### src/rtl/act_fetch_sched.sv
// act_fetch_sched: fetches activation blocks from the distributor on demand and
// hands each block to one of NUM_REQ consumers in round-robin order.
// Ports:
//   clk, rst_n             clock, asynchronous active-low reset
//   cfg_start, cfg_num_blk start pulse and block count of a tile
//   sw_clr                 synchronous abort back to idle
//   req, gnt, get          consumer request level, one-hot grant level, take pulse
//   fetch_pls, act_rdy     fetch pulse to distributor, distributor block-ready level
//   busy, done, blk_cnt    tile active, last-block-taken pulse, blocks delivered
module act_fetch_sched #(
  parameter int NUM_REQ       = 4,
  parameter int BLK_CNT_WIDTH = 12
) (
  input  logic                     clk,
  input  logic                     rst_n,
  input  logic                     cfg_start,
  input  logic [BLK_CNT_WIDTH-1:0] cfg_num_blk,
  input  logic                     sw_clr,
  input  logic [NUM_REQ-1:0]       req,
  output logic [NUM_REQ-1:0]       gnt,
  input  logic [NUM_REQ-1:0]       get,
  output logic                     fetch_pls,
  input  logic                     act_rdy,
  output logic                     busy,
  output logic                     done,
  output logic [BLK_CNT_WIDTH-1:0] blk_cnt
);
  localparam int IW = $clog2(NUM_REQ);
  localparam logic [2:0] IDLE  = 3'd0;
  localparam logic [2:0] ARB   = 3'd1;
  localparam logic [2:0] FETCH = 3'd2;
  localparam logic [2:0] WAIT  = 3'd3;
  localparam logic [2:0] GRANT = 3'd4;

  logic [2:0]               state;
  logic [IW-1:0]            rrPtr;
  logic [IW-1:0]            winner;
  logic [IW-1:0]            pick;
  logic [IW-1:0]            idx;
  logic [BLK_CNT_WIDTH-1:0] numReg;
  logic [BLK_CNT_WIDTH-1:0] nextCnt;

  // Scan downward so the last hit kept is the first requester after rrPtr.
  always_comb begin
    pick = '0;
    idx  = '0;
    for (int k = NUM_REQ; k >= 1; k--) begin
      idx = IW'((int'(rrPtr) + k) % NUM_REQ);
      if (req[idx]) pick = idx;
    end
  end

  assign nextCnt   = blk_cnt + BLK_CNT_WIDTH'(1);
  assign gnt       = (state == GRANT) ? (NUM_REQ'(1) << winner) : '0;
  assign fetch_pls = (state == FETCH);
  assign busy      = (state != IDLE);

  always_ff @(posedge clk or negedge rst_n) begin
    if (!rst_n) begin
      state   <= IDLE;
      rrPtr   <= IW'(NUM_REQ - 1);
      winner  <= '0;
      numReg  <= '0;
      blk_cnt <= '0;
      done    <= 1'b0;
    end else begin
      done <= 1'b0;
      if (sw_clr) begin
        state <= IDLE;
      end else begin
        case (state)
          IDLE: if (cfg_start) begin
            if (cfg_num_blk != '0) begin
              numReg  <= cfg_num_blk;
              blk_cnt <= '0;
              state   <= ARB;
            end else begin
              done <= 1'b1;
            end
          end
          ARB: if (|req) begin
            winner <= pick;
            state  <= FETCH;
          end
          FETCH: state <= WAIT;
          WAIT: if (act_rdy) state <= GRANT;
          GRANT: if (get[winner]) begin
            blk_cnt <= nextCnt;
            rrPtr   <= winner;
            done    <= (nextCnt == numReg);
            state   <= (nextCnt == numReg) ? IDLE : ARB;
          end
          default: state <= IDLE;
        endcase
      end
    end
  end
endmodule

### config.mk
export PLATFORM = sky130hd
export DESIGN_NAME = act_fetch_sched
export DESIGN_NICKNAME = d
export VERILOG_FILES = /design/src/rtl/act_fetch_sched.sv
export SDC_FILE = /design/constraint.sdc
export NUM_CORES = 1
export LEC_CHECK = 0
export ABC_AREA = 1
export CAP_MARGIN = 10
export CORE_MARGIN = 5
export CORE_UTILIZATION = 50
export DETAILED_ROUTE_END_ITERATION = 6
export DONT_BUFFER_PORTS = 1
export GPL_TIMING_DRIVEN = 0
export PLACE_DENSITY = 0.71
export SKIP_LAST_GASP = 1
export SYNTH_ARGS = -nofsm -noshare
export SYNTH_HDL_FRONTEND = slang
export SYNTH_SLANG_ARGS = --single-unit
### constraint.sdc
create_clock -name clk -period 2.2 [get_ports clk]
set_clock_uncertainty 0.2 [all_clocks]
set_input_delay 0.11 -clock clk [delete_from_list [all_inputs] [get_ports clk]]
set_output_delay 0.11 -clock clk [all_outputs]
set_load 0.03 [all_outputs]
==> flow_metrics.py, run 1 <==
metrics = {
    "timing": {
        "period_share_pct": 96.3,
        "timing.hold.ws_ns": 0.0278,
        "max_freq_ghz": 0.472,
        "timing.slew.headroom_pct": 60.1,
        "setup_viol": 0,
        "grt_setup_unrepaired": "true",
        "tightest_slew_ns": 0.597,
        "drv_slew": 0,
        "period_minus_slack_ns": 2.12,
        "hold_viol": 0,
    },
    "placed_design": {
        "dpl.hpwl_mm": 3.80,
        "portBuffers": 0,
        "routabilityCongestion": 0.864,
    },
    "cells_and_area": {
        "post-route-util_pct": 62.0,
        "layout_common_cells": "87 x nand2_1, 42 x inv_1, 31 x nand3_1, 27 x dfrtp_1, 26 x nor2_1",
        "area_growth_pct": 19.6,
        "drive_gt1_share_pct": 9.97,
        "layout.nets": 356,
        "antenna_cells": 0,
        "final_common_cell": "nand2_1",
    },
    "cts": {
        "clkSinkCount": 32,
        "clk_root_buffer_cell": "clkbuf_8",
        "clock_latency_ns": 0.29,
        "h-tree-depth": 2,
        "cts_tree": "done",
        "numCtsBuffers": 5,
        "clk_pin_slew_ns": 0.07,
        "clockBufferDepth": 2,
    },
    "worst_setup_path": {
        "critPathKind": "flop to flop",
        "worst_setup_path_start_kind": "flop",
        "ff2ff_path_depth": 14,
        "crit_chain": "ha_4 -> nand3_2 -> nor2_4 -> nand2_1 -> nand2_1 -> nand2_1 -> nand2_1 -> nand2_1 -> nor2_2 -> nand3_1 -> nand2_1 -> nand2_1 -> nand2_1 -> nand2_1",
        "required_ns": 2.18,
        "cpMaxStageDelayCell": "dfrtp_2",
        "rr_startpoint": "blk_cnt[0]$_DFFE_PN0P_",
        "r2r_end": "state[0]$_DFFE_PN0P_",
        "crit_start": "blk_cnt[0]$_DFFE_PN0P_",
        "cp_max_fo": 7,
        "rrSetupSlack_ns": 0.08,
        "crit_path_frequent_cell": "nand2_1",
        "worst_ep_arrival_time_ns": 2.10,
        "max_stage_delay_ns": 0.54,
        "critPathCaptureType": "flop",
    },
    "grt": {
        "grt_pass1_vias": 1913,
        "grt_overflow_total": 0,
        "antenna_found_initial": 0,
        "track_usage_pct": 20.6,
        "grt_pass1_wl_mm": 8.69,
        "grt_max_degree": 33,
    },
    "synth": {
        "syn_nets": 331,
        "synth.yosys.seq_area_share_pct": 38.7,
        "yosysWarnings": 0,
        "yosysUniqueCellTypes": 27,
        "synth.cell_area_sq_um": 2070,
        "yosys_register_bits": 32,
        "syn_area_per_cell_sq_um": 6.80,
        "synthCells": 305,
    },
    "floorplan": {
        "start_util_pct": 51.8,
        "fp.dieW_um": 74.4,
        "die_h_um": 74.4,
        "pin_count": 44,
        "core_area_sq_um": 4000,
        "rows": 23,
        "dieArea_sq_um": 5530,
    },
    "drt": {
        "detail_route.wl_per_cell_um": 13.8,
        "dr.pass1.iters": 4,
        "drt-total-wl_mm": 5.25,
        "ant_nets": 0,
        "first_iter_violations": 98,
        "num_vias": 2020,
        "route.detailed.drc": 0,
        "via_per_inst": 5.30,
    },
    "outcome": {
        "status": "complete, no violations",
    },
    "flow_run": {
        "cap_viol_max_count": 0,
    },
    "min_path": {
        "worstHoldEndpoint": "numReg[10]$_DFFE_PN0P_",
        "whs_path_depth": 2,
        "hp-start": "cfg_start",
        "hold_path_class": "input port to flop",
    },
    "power_and_ir_drop": {
        "ir_drop_mv": 0.599,
        "p_leak_nw": 1.16,
        "power_density_nw_per_um2": 1060,
    },
}
registers in the layout, indices dropped and copies added, names as in the netlist:
register,count
blk_cnt,12
done,1
numReg,12
rrPtr,2
state,3
winner,2
synthesized netlist by cell type, drive strengths merged:
cell | count | share of area, %
nand2 | 88 | 16
inv | 43 | 7.8
nor2 | 33 | 7.3
nand3 | 32 | 7.7
dfrtp | 30 | 36
o21ai | 24 | 5.8
a21oi | 11 | 2.7
o22ai | 8 | 2.4
nand4 | 6 | 1.8
nor3 | 6 | 1.4
nand3b | 4 | 1.4
buf | 3 | 0.72
clkbuf | 2 | 0.36
dfstp | 2 | 2.5
mux2 | 2 | 1.1
o21bai | 2 | 0.72
xnor2 | 2 | 0.85
xor2 | 2 | 0.85
a211oi | 1 | 0.36
a22oi | 1 | 0.36
ha | 1 | 0.60
nor4 | 1 | 0.30
o21a | 1 | 0.36
worst max-delay path by stage:
stage / to / slack (ns) / depth (start not counted)
after floorplan: state[0]$_DFFE_PN0P_ / 0.11 / 14
after global placement: state[0]$_DFFE_PN0P_ / -0.15 / 14
after detailed placement: state[0]$_DFFE_PN0P_ / -0.17 / 14
after CTS: gnt[2] / -0.02 / 5
after global routing: state[0]$_DFFE_PN0P_ / -0.15 / 13
final: state[0]$_DFFE_PN0P_ / 0.08 / 14
per-layer routing:
metal  vias to the layer above  global-route usage [%]  routed length, um
met5                         -                       0                  0
met1                       913                    26.6               2310
li1                       1043                       -                  -
met4                         0                    6.52                 62
met2                        59                    33.0               2480
met3                         5                    6.76                403
power breakdown:
group | total (mW) | switching, mW | internal, mW
logic | 1.09 | 0.697 | 0.394
registers | 0.989 | 0.211 | 0.778
clock network | 0.553 | 0.217 | 0.336
total | 2.63 | 1.13 | 1.51
area by class of cell:
cell class	count	area [sq um]
fill	350	1520
multi-input combinational	225	1130
sequential	32	807
timing repair buffer	18	190
inverter	43	161
clock buffer	6	72.6
tap	50	62.6
clock inverter	2	35.0
buffer	5	22.5
kinds of logic (layout without fill, tap and decap cells):
logic type      count (synthesis)  after routing  synth area share, %
xor+xnor                        4              4                 1.69
simple gates                  170            170                 36.3
compound gates                 48             48                 12.7
fa+ha+maj                       1              1                0.603
buf+inv                        48             74                 8.87
mux                             2              2                 1.09
flops                          32             32                 38.7
through the flow:
step	std cells	worst slack (ns)	area (sq um)	setup TNS (ns)	power (mW)
final	381	0.0822	2480	0	2.63
after global routing	381	-0.154	2480	-0.154	2.86
after CTS	381	-0.0231	2440	-0.0744	2.59
after detailed placement	355	-0.170	2140	-0.222	1.99
after global placement	355	-0.146	2140	-0.175	1.97
after floorplan	305	0.108	2070	0	1.77
worst max-delay path: cells and delay by family, from the launching register on:
kind / cells / cell delay, ns
adder cells (fa/ha/maj): 1 / 0.21
AND/OR/NAND/NOR: 13 / 1.06
flip-flops: 1 / 0.54
what timing repair did:
| item | 4_1_cts | 5_1_grt |
|---|---|---|
| gates cloned | 0 | 0 |
| setup buffers | 0 | 0 |
| resized for setup | 3 | 11 |
| endpoints found under the setup margin | 5 | 15 |
| endpoints found under the hold margin | 53 | 0 |
| pin swaps | 0 | 1 |
| hold buffers | 18 | 0 |
No activity file was read; power rests on OpenSTA's default activity.
==> run 2: changes to the inputs <==
Settings changed: GPL_TIMING_DRIVEN 0 to unset.
==> flow_metrics.py, run 2 (synthesized netlist as in run 1, its figures left out) <==
metrics = {
    "power_and_ir_drop": {
        "p_leak_nw": 1.27,
        "ir_drop_mv": 0.583,
        "total_power_mw": 2.63,
        "power_density_nw_per_um2": 1010,
    },
    "worst_setup_path": {
        "r2r_end": "state[0]$_DFFE_PN0P_",
        "rrSetupSlack_ns": 0.17,
        "ff2ff_path_depth": 14,
        "critPathCaptureType": "flop",
        "worst_setup_path_start_kind": "input port",
        "cp_max_fo": 2,
        "critPathKind": "input port to flop",
        "required_ns": 2.21,
        "worst_ep_arrival_time_ns": 2.07,
        "rr_startpoint": "blk_cnt[0]$_DFFE_PN0P_",
    },
    "cells_and_area": {
        "final_common_cell": "nand2_1",
        "seq_area_sq_um": 803,
        "antenna_cells": 0,
        "layout.nets": 375,
        "drive_gt1_share_pct": 13.5,
        "multi_input_area_sq_um": 1100,
        "fin_cells": 399,
        "reg_top3": "blk_cnt (12), numReg (12), state (3)",
        "layout_common_cells": "87 x nand2_1, 43 x inv_1, 30 x nand3_1, 30 x dfrtp_1, 26 x nor2_1",
        "post-route-util_pct": 65.0,
        "area_growth_pct": 25.5,
        "fillCellCount": 346,
    },
    "timing": {
        "setup_viol": 0,
        "timing.slew.headroom_pct": 62.3,
        "period_share_pct": 93.8,
        "hold_viol": 0,
        "setup_tns_ns": 0,
        "drv_slew": 0,
        "timing.hold.ws_ns": 0.0240,
        "max_freq_ghz": 0.485,
        "tightest_slew_ns": 0.563,
        "period_minus_slack_ns": 2.06,
    },
    "min_path": {
        "whs_path_depth": 5,
        "worstHoldEndpoint": "winner[1]$_DFFE_PN0P_",
        "hold_path_class": "input port to flop",
        "hp-start": "req[0]",
    },
    "drt": {
        "route.detailed.drc": 0,
        "ant_nets": 0,
        "drt-total-wl_mm": 5.52,
        "detail_route.wl_per_cell_um": 13.8,
        "via_per_inst": 5.34,
        "first_iter_violations": 129,
        "num_vias": 2131,
        "dr.pass1.iters": 4,
    },
    "cts": {
        "numCtsBuffers": 5,
        "clkSinkCount": 32,
        "clk_pin_slew_ns": 0.06,
        "clockBufferDepth": 2,
        "h-tree-depth": 2,
        "clk_root_buffer_cell": "clkbuf_8",
        "clock_latency_ns": 0.28,
        "cts_tree": "done",
    },
    "grt": {
        "grt_overflow_total": 0,
        "antenna_found_initial": 0,
        "grt_pass1_vias": 1980,
        "track_usage_pct": 21.4,
        "grt_max_degree": 33,
        "grt_pass1_wl_mm": 8.99,
    },
    "flow_run": {
        "cap_viol_max_count": 0,
    },
    "placed_design": {
        "portBuffers": 0,
        "routabilityCongestion": 0.871,
        "dpl.hpwl_mm": 4.00,
        "place_inst": 371,
    },
    "floorplan": {
        "rows": 23,
        "start_util_pct": 51.8,
        "die_h_um": 74.4,
        "dieArea_sq_um": 5530,
        "pin_count": 44,
        "fp.dieW_um": 74.4,
        "core_area_sq_um": 4000,
    },
    "outcome": {
        "status": "complete, no violations",
    },
}
==> run 2: worst max path at each step <==
stage	to	start	cells after the start	slack, ns
floorplan	state[0]$_DFFE_PN0P_	blk_cnt[0]$_DFFE_PN0P_	14	0.11
global placement	state[0]$_DFFE_PN0P_	blk_cnt[0]$_DFFE_PN0P_	14	0.23
detailed placement	state[0]$_DFFE_PN0P_	blk_cnt[0]$_DFFE_PN0P_	14	0.16
CTS	state[0]$_DFFE_PN0P_	blk_cnt[0]$_DFFE_PN0P_	14	0.15
global route	done$_DFF_PN0_	cfg_num_blk[4]	9	-0.02
finish	done$_DFF_PN0_	cfg_num_blk[4]	9	0.14
==> run 2: critical path: stages <==
cell           delay [ns]
dlygate4sd3_1        0.56
inv_1                0.10
nand4_1              0.13
nor2_2               0.17
nand2_1              0.11
nor2_1               0.13
nand2_1              0.07
dlygate4sd3_1        0.55
a21oi_1              0.14
==> run 2: repair_timing <==
item                                    4_1_cts  5_1_grt
hold buffers                                 18        0
resized for setup                             0        7
hold endpoints to repair                     52        0
buffers inserted                              0        3
endpoints found under the setup margin        0        2
==> run 2: area by class of cell <==
| class | count | area share (%) |
|---|---|---|
| multi-input combinational | 225 | 42.4 |
| sequential | 32 | 30.9 |
| clock buffer | 7 | 3.70 |
| timing repair buffer | 42 | 14.4 |
| inverter | 43 | 6.20 |
| tap | 50 | 2.41 |
==> run 2: metal layers <==
| layer | vias to the layer above | part of all wire [%] | GRT usage (%) |
|---|---|---|---|
| li1 | 1085 | - | - |
| met1 | 967 | 42 | 26.4 |
| met2 | 68 | 48 | 35.3 |
| met3 | 11 | 7.9 | 6.08 |
| met4 | 0 | 2.0 | 8.30 |
| met5 | - | 0 | 0 |
==> run 2: report_power, final <==
group / switching (mW) / internal [mW]
clock network: 0.205 / 0.278
registers: 0.195 / 0.778
logic: 0.711 / 0.464
==> run 2: stage by stage <==
stage	worst slack, ns	area [sq um]
3_5_place_dp	0.161	2270
3_3_place_gp	0.234	2270
5_1_grt	-0.0167	2600
2_1_floorplan	0.108	2070
4_1_cts	0.151	2560
6_report	0.136	2600
